===== src/rtl/pe_types.sv =====
// Shared PE types: direction ports, port masks and link credit defaults.
// Latency: n/a (types and constants only).
// Backpressure: n/a.
package pe_types;

    localparam int PE_NUM_PORTS    = 4;
    localparam int PE_LINK_CREDITS = 4;

    typedef logic [PE_NUM_PORTS-1:0] port_mask_t;

    // Direction port index; its value is the bit position in a port_mask_t.
    typedef enum logic [1:0] {
        DIR_NORTH = 2'd0,
        DIR_EAST  = 2'd1,
        DIR_SOUTH = 2'd2,
        DIR_WEST  = 2'd3
    } port_dir_t;

    function automatic port_mask_t dir_bit(input port_dir_t d);
        return port_mask_t'(1) << d;
    endfunction

endpackage


===== src/rtl/pe_egress_credit_ctr.sv =====
// Single-port saturating credit counter mirroring free space in a neighbour FIFO.
// Latency: a return in cycle N is visible on has_credit in cycle N+1.
// Backpressure: has_credit low blocks the port; returns at full credit set sticky ovf.
//
// Ports: clk, rst_n; fire (push this cycle, only honoured while has_credit);
//        ret (neighbour freed one entry); has_credit (count != 0); ovf (sticky).
module pe_egress_credit_ctr
    import pe_types::*;
#(
    parameter int CREDITS = PE_LINK_CREDITS,
    parameter int CNT_W   = $clog2(CREDITS + 1)
) (
    input  logic clk,
    input  logic rst_n,
    input  logic fire,
    input  logic ret,
    output logic has_credit,
    output logic ovf
);

    localparam logic [CNT_W-1:0] FULL = CNT_W'(CREDITS);

    logic [CNT_W-1:0] count;
    logic             take;

    assign has_credit = (count != '0);
    // Guard so a stray fire at zero can never wrap the counter.
    assign take       = fire && has_credit;

    always_ff @(posedge clk or negedge rst_n) begin
        if (!rst_n) begin
            count <= FULL;
            ovf   <= 1'b0;
        end else begin
            // Fire and return in the same cycle cancel out.
            if (take && !ret) begin
                count <= count - 1'b1;
            end else if (!take && ret) begin
                if (count == FULL) begin
                    ovf <= 1'b1;
                end else begin
                    count <= count + 1'b1;
                end
            end
        end
    end

endmodule


===== src/rtl/pe_egress_dispatch.sv =====
// PE egress dispatch: holds one packet and pushes it to each credited destination port.
// Latency: packet accepted at edge N drives out_valid in cycle N+1 for credited ports.
// Backpressure: in_ready drops while any destination is still pending without credit.
//
// Ports: clk, rst_n; in_valid/in_ready/in_data/in_dest_mask (packet in);
//        out_valid[PORTS]/out_data (per-port push, shared payload);
//        credit_ret[PORTS] (neighbour dequeue pulses); drop (zero-mask discard pulse);
//        err_credit_ovf (sticky credit overflow).
module pe_egress_dispatch
    import pe_types::*;
#(
    parameter int PORTS   = PE_NUM_PORTS,
    parameter int DATA_W  = 32,
    parameter int CREDITS = PE_LINK_CREDITS
) (
    input  logic              clk,
    input  logic              rst_n,
    input  logic              in_valid,
    output logic              in_ready,
    input  logic [DATA_W-1:0] in_data,
    input  logic [PORTS-1:0]  in_dest_mask,
    output logic [PORTS-1:0]  out_valid,
    output logic [DATA_W-1:0] out_data,
    input  logic [PORTS-1:0]  credit_ret,
    output logic              drop,
    output logic              err_credit_ovf
);

    logic [DATA_W-1:0] hold_data;
    logic [PORTS-1:0]  pending;
    logic [PORTS-1:0]  has_credit;
    logic [PORTS-1:0]  ovf;
    logic [PORTS-1:0]  fire;
    logic              accept;

    // Everything here is a function of registers only, so outputs never
    // combinationally follow same-cycle inputs.
    assign fire      = pending & has_credit;
    assign out_valid = fire;
    assign out_data  = hold_data;
    // Ready when the held packet completes delivery this cycle (or nothing held),
    // which gives one packet per cycle when credits allow.
    assign in_ready  = ((pending & ~fire) == '0);
    assign accept    = in_valid && in_ready;

    assign err_credit_ovf = |ovf;

    for (genvar p = 0; p < PORTS; p++) begin : g_ctr
        pe_egress_credit_ctr #(
            .CREDITS (CREDITS)
        ) u_ctr (
            .clk        (clk),
            .rst_n      (rst_n),
            .fire       (fire[p]),
            .ret        (credit_ret[p]),
            .has_credit (has_credit[p]),
            .ovf        (ovf[p])
        );
    end

    always_ff @(posedge clk or negedge rst_n) begin
        if (!rst_n) begin
            hold_data <= '0;
            pending   <= '0;
            drop      <= 1'b0;
        end else begin
            drop <= accept && (in_dest_mask == '0);
            if (accept) begin
                // A new packet replaces whatever bits fired this cycle; by
                // construction all remaining bits did fire.
                hold_data <= in_data;
                pending   <= in_dest_mask;
            end else begin
                pending <= pending & ~fire;
            end
        end
    end

endmodule


===== config.mk =====
export PLATFORM = sky130hd
export DESIGN_NAME = pe_egress_dispatch
export DESIGN_NICKNAME = d
export VERILOG_FILES = /design/src/rtl/pe_types.sv /design/src/rtl/pe_egress_credit_ctr.sv /design/src/rtl/pe_egress_dispatch.sv
export SDC_FILE = /design/constraint.sdc
export NUM_CORES = 1
export LEC_CHECK = 0
export CELL_PAD_IN_SITES_DETAIL_PLACEMENT = 0
export CELL_PAD_IN_SITES_GLOBAL_PLACEMENT = 1
export CORE_MARGIN = 4
export CORE_UTILIZATION = 37
export CTS_CLUSTER_SIZE = 30
export DETAILED_ROUTE_END_ITERATION = 16
export PLACE_DENSITY_LB_ADDON = 0.1
export SLEW_MARGIN = 20
export SYNTH_ARGS = -nofsm -noshare
export SYNTH_HDL_FRONTEND = slang
export SYNTH_SLANG_ARGS = --single-unit

===== constraint.sdc =====
create_clock -name clk -period 2.9 [get_ports clk]
set_input_delay 0.435 -clock clk [delete_from_list [all_inputs] [get_ports clk]]
set_output_delay 0.435 -clock clk [all_outputs]
set_load 0.005 [all_outputs]

==> out/results.txt <==
CTS Buf Count - 5
WS Path Type - flop to output port
Combinational Power Share - 0.440
Status - finished, final reports clean
Total Power - 3.245 mW
Fmax - 0.4278 GHz
# Post-CTS Setup Buffers - 0
Gr ovfl total - 0
Global Route met2 Usage - 0.1776
Cells on worst reg2reg path - 9
Top-area cell type share of the netlist area - 0.4597
All-Layer GR Usage - 0.1293
Arrival @ worst endpoint - 1.90 ns
Vias in the first global route - 1725
Worst skew pair latency - 0.31 ns
Min Tclk post-route - 2.338 ns
Vias per std cell - 4.670
Fraction of layout instances using a drive strength above 1 - 0.2168
Multi-input logic area - 0.001146 sq mm
Unrepaired setup endpoints after global routing - no
Initial Util - 0.3862
Reg-to-reg slack, setup - 0.71 ns
CP endpoint kind - output port
Die width - 92.91 um
Clock Power Share - 0.157
N_diodes - 0
Slew Viols, Final - 0
Peak supply drop - 0.3273 mV
Post-synthesis adder-cell area fraction - 0.06942
Avg Inst Size Synth - 13.21 sq um
NumNets Final - 341
DRC - 0
Initial antenna violation count - 0
Part of the power in registers - 0.403
Hold Path Class - primary input to async pin
Fraction of registers with async set/reset - 1.000
Final hold viol count - 0
Largest family of logic cells by synthesized area - multiplexers
Pin count of the biggest net entering global routing - 21
Top-level I/O count - 82
Worst Tran Pin Value - 0.4602 ns
Die area - 0.008632 sq mm
Final WL - 5470 um
FILL cells - 642
Clk buf depth - 2
Mapped Area - 0.002668 sq mm
CTS Hold Buffers Added - 0
Placer Congestion - 0.7524
Seq. cell area - 0.001331 sq mm
Synth unique cells - 39
XOR/XNOR Fraction of Synth Area - 0.006567
Vias post-DR - 1784
Max_cap viols - 0
Dpl ws - 0.6331 ns
Core area - 0.006907 sq mm
GR Layer Usage met1 - 0.2027
Synth Instances - 202
Post-Syn Nets - 258
Synthesis-stage register bit count - 53
WP data required - 2.47 ns
Max transition margin - 0.6932
Top cells by area, synth - dfrtp_1, mux2_4, ha_1, dfstp_2, inv_1
Crit Reg-Reg Startpoint - g_ctr[1].u_ctr.count[1]$_DFFE_PN0P_
Busiest layer in global routing - met1
Critical path launch point type - flop
Sw Pwr - 1.048 mW
Met3 Use GR - 0.02924
Switching portion of total power - 0.3229
Final worst-path setup slack - 0.5624 ns
Routed wire per std cell - 14.32 um
CTS sink cnt - 53
Synth Warn # - 0
Post-synth EDFFs - 0
PwrDens - 894.7 mW/mm^2
Max FO, Critical Path - 8
Endpoints failing setup - 0
Drt pass-1 iters - 4
CTS root buf - clkbuf_8
P&R area growth vs syn - 35.98%
Hpwl dp - 4174 um
Die Span Y - 92.91 um
Mux contribution to synthesized area - 0.1754
TNS Setup - 0 ns
DR iter-0 viols - 53
Post-synthesis sequential area ratio - 0.4991
Lkg Pwr - 1.623 nW
Synth Flop Type - dfrtp_1
Synth Area in Compound Gates - 0.09803
Fin Clk Skew - 0.01483 ns
CTS tree - done
Port Buffer Count - 81
Cells after DPL - 374
Clock slew at reported path FFs - 0.10 ns
First-pass GRT wire length - 8832 um
Int Power - 2.197 mW
Post-Layout Cell Count - 382
Htree depth - 2
Post_cts resized - 0
Synth area leader - dfrtp_1
Tcrit/Tclk final - 0.8061
FP Rows - 30
Post-Synth Simple-Gate Area - 0.07974
Antenna viol nets, final - 0
Reg-to-reg endpoint - g_ctr[1].u_ctr.count[2]$_DFFE_PN1P_
-- critical path, stage by stage, from the launching register on --
cell             delay (ns)
dfstp_2                0.61
nor4b_2                0.08
nor4_2                 0.34
clkdlybuf4s50_1        0.57
-- per-stage QoR --
step	cell area, sq um	utilization	hold slack, ns
final	3627	0.5252	0.07221
after CTS	3627	0.5252	0.07874
after global routing	3627	0.5252	0.09209
after detailed placement	3512	0.5085	0.4174
after global placement	3512	0.5085	0.4244
after floorplan	2668	-	0.1394
-- Yosys cell counts (4+ instances only) --
| library cell | number |
|---|---|
| nand2_1 | 7 |
| mux2_4 | 26 |
| mux2_2 | 6 |
| buf_4 | 4 |
| dfrtp_1 | 49 |
| a31oi_1 | 5 |
| o21ai_0 | 8 |
| dfstp_2 | 4 |
| o31ai_1 | 5 |
| ha_1 | 10 |
| nor2_1 | 9 |
| a21oi_1 | 7 |
| nor4b_2 | 4 |
| inv_1 | 21 |
-- cell families (layout without fill, tap and decap cells) --
group	count (synthesis)	in the layout
flops	53	53
compound gates	38	38
mux	33	33
simple gates	33	33
buf+inv	30	114
fa+ha+maj	13	13
xor+xnor	2	2
-- cell type report --
class / count / area share
clock inverter: 3 / 0.01276
timing repair buffer: 85 / 0.2304
sequential: 53 / 0.3670
clock buffer: 5 / 0.01897
multi-input combinational: 119 / 0.3160
tap: 96 / 0.03311
inverter: 21 / 0.02173
-- how the worst max path moves through the flow --
| stage | startpoint | to | slack (ns) | cells after the start |
|---|---|---|---|---|
| 6_report | g_ctr[2].u_ctr.count[2]$_DFFE_PN1P_ | in_ready | 0.56 | 3 |
| 5_1_grt | g_ctr[2].u_ctr.count[2]$_DFFE_PN1P_ | in_ready | 0.41 | 3 |
| 4_1_cts | g_ctr[2].u_ctr.count[2]$_DFFE_PN1P_ | in_ready | 0.53 | 3 |
| 3_5_place_dp | credit_ret[1] | g_ctr[1].u_ctr.count[2]$_DFFE_PN1P_ | 0.63 | 9 |
| 3_3_place_gp | credit_ret[1] | g_ctr[1].u_ctr.count[2]$_DFFE_PN1P_ | 0.68 | 9 |
| 2_1_floorplan | g_ctr[1].u_ctr.count[1]$_DFFE_PN0P_ | g_ctr[1].u_ctr.count[2]$_DFFE_PN1P_ | 0.86 | 10 |
-- cells in the final DEF (no fill, tap or decap), types with 2 or more instances in the layout --
master and count:
clkdlybuf4s50_1 80, dfrtp_1 49, mux2_4 26, inv_1 21, ha_1 10, nor2_1 9, o21ai_0 8, a21oi_1 7
nand2_1 7, mux2_2 6, o31ai_1 5, a31oi_1 5, clkbuf_8 5, nor4b_2 4, dfstp_2 4, buf_4 4
a21o_1 3, or2_2 3, fa_1 3, xor2_1 2, a311o_1 2, a41o_1 2
-- metal layers --
layer,vias up,share of wire
met2,65,0.41
met1,853,0.52
met4,0,0.0053
met3,2,0.064
met5,-,0
li1,864,-
-- state kept, by name, summed over array words and instances (netlist names) --
register           cells
drop                   1
g_ctr.u_ctr.ovf        4
g_ctr.u_ctr.count     12
out_data              32
pending                4
-- power groups by stage --
stage | Sequential, mW | Clock, mW | Combinational, mW
after detailed placement | 1.32 | 0 | 1.44
final | 1.31 | 0.510 | 1.43
after CTS | 1.31 | 0.526 | 1.45
after floorplan | 1.28 | 0 | 0.916
after global routing | 1.36 | 0.556 | 1.58
after global placement | 1.32 | 0 | 1.43
Note: power is estimated with default switching activity, not from simulation.
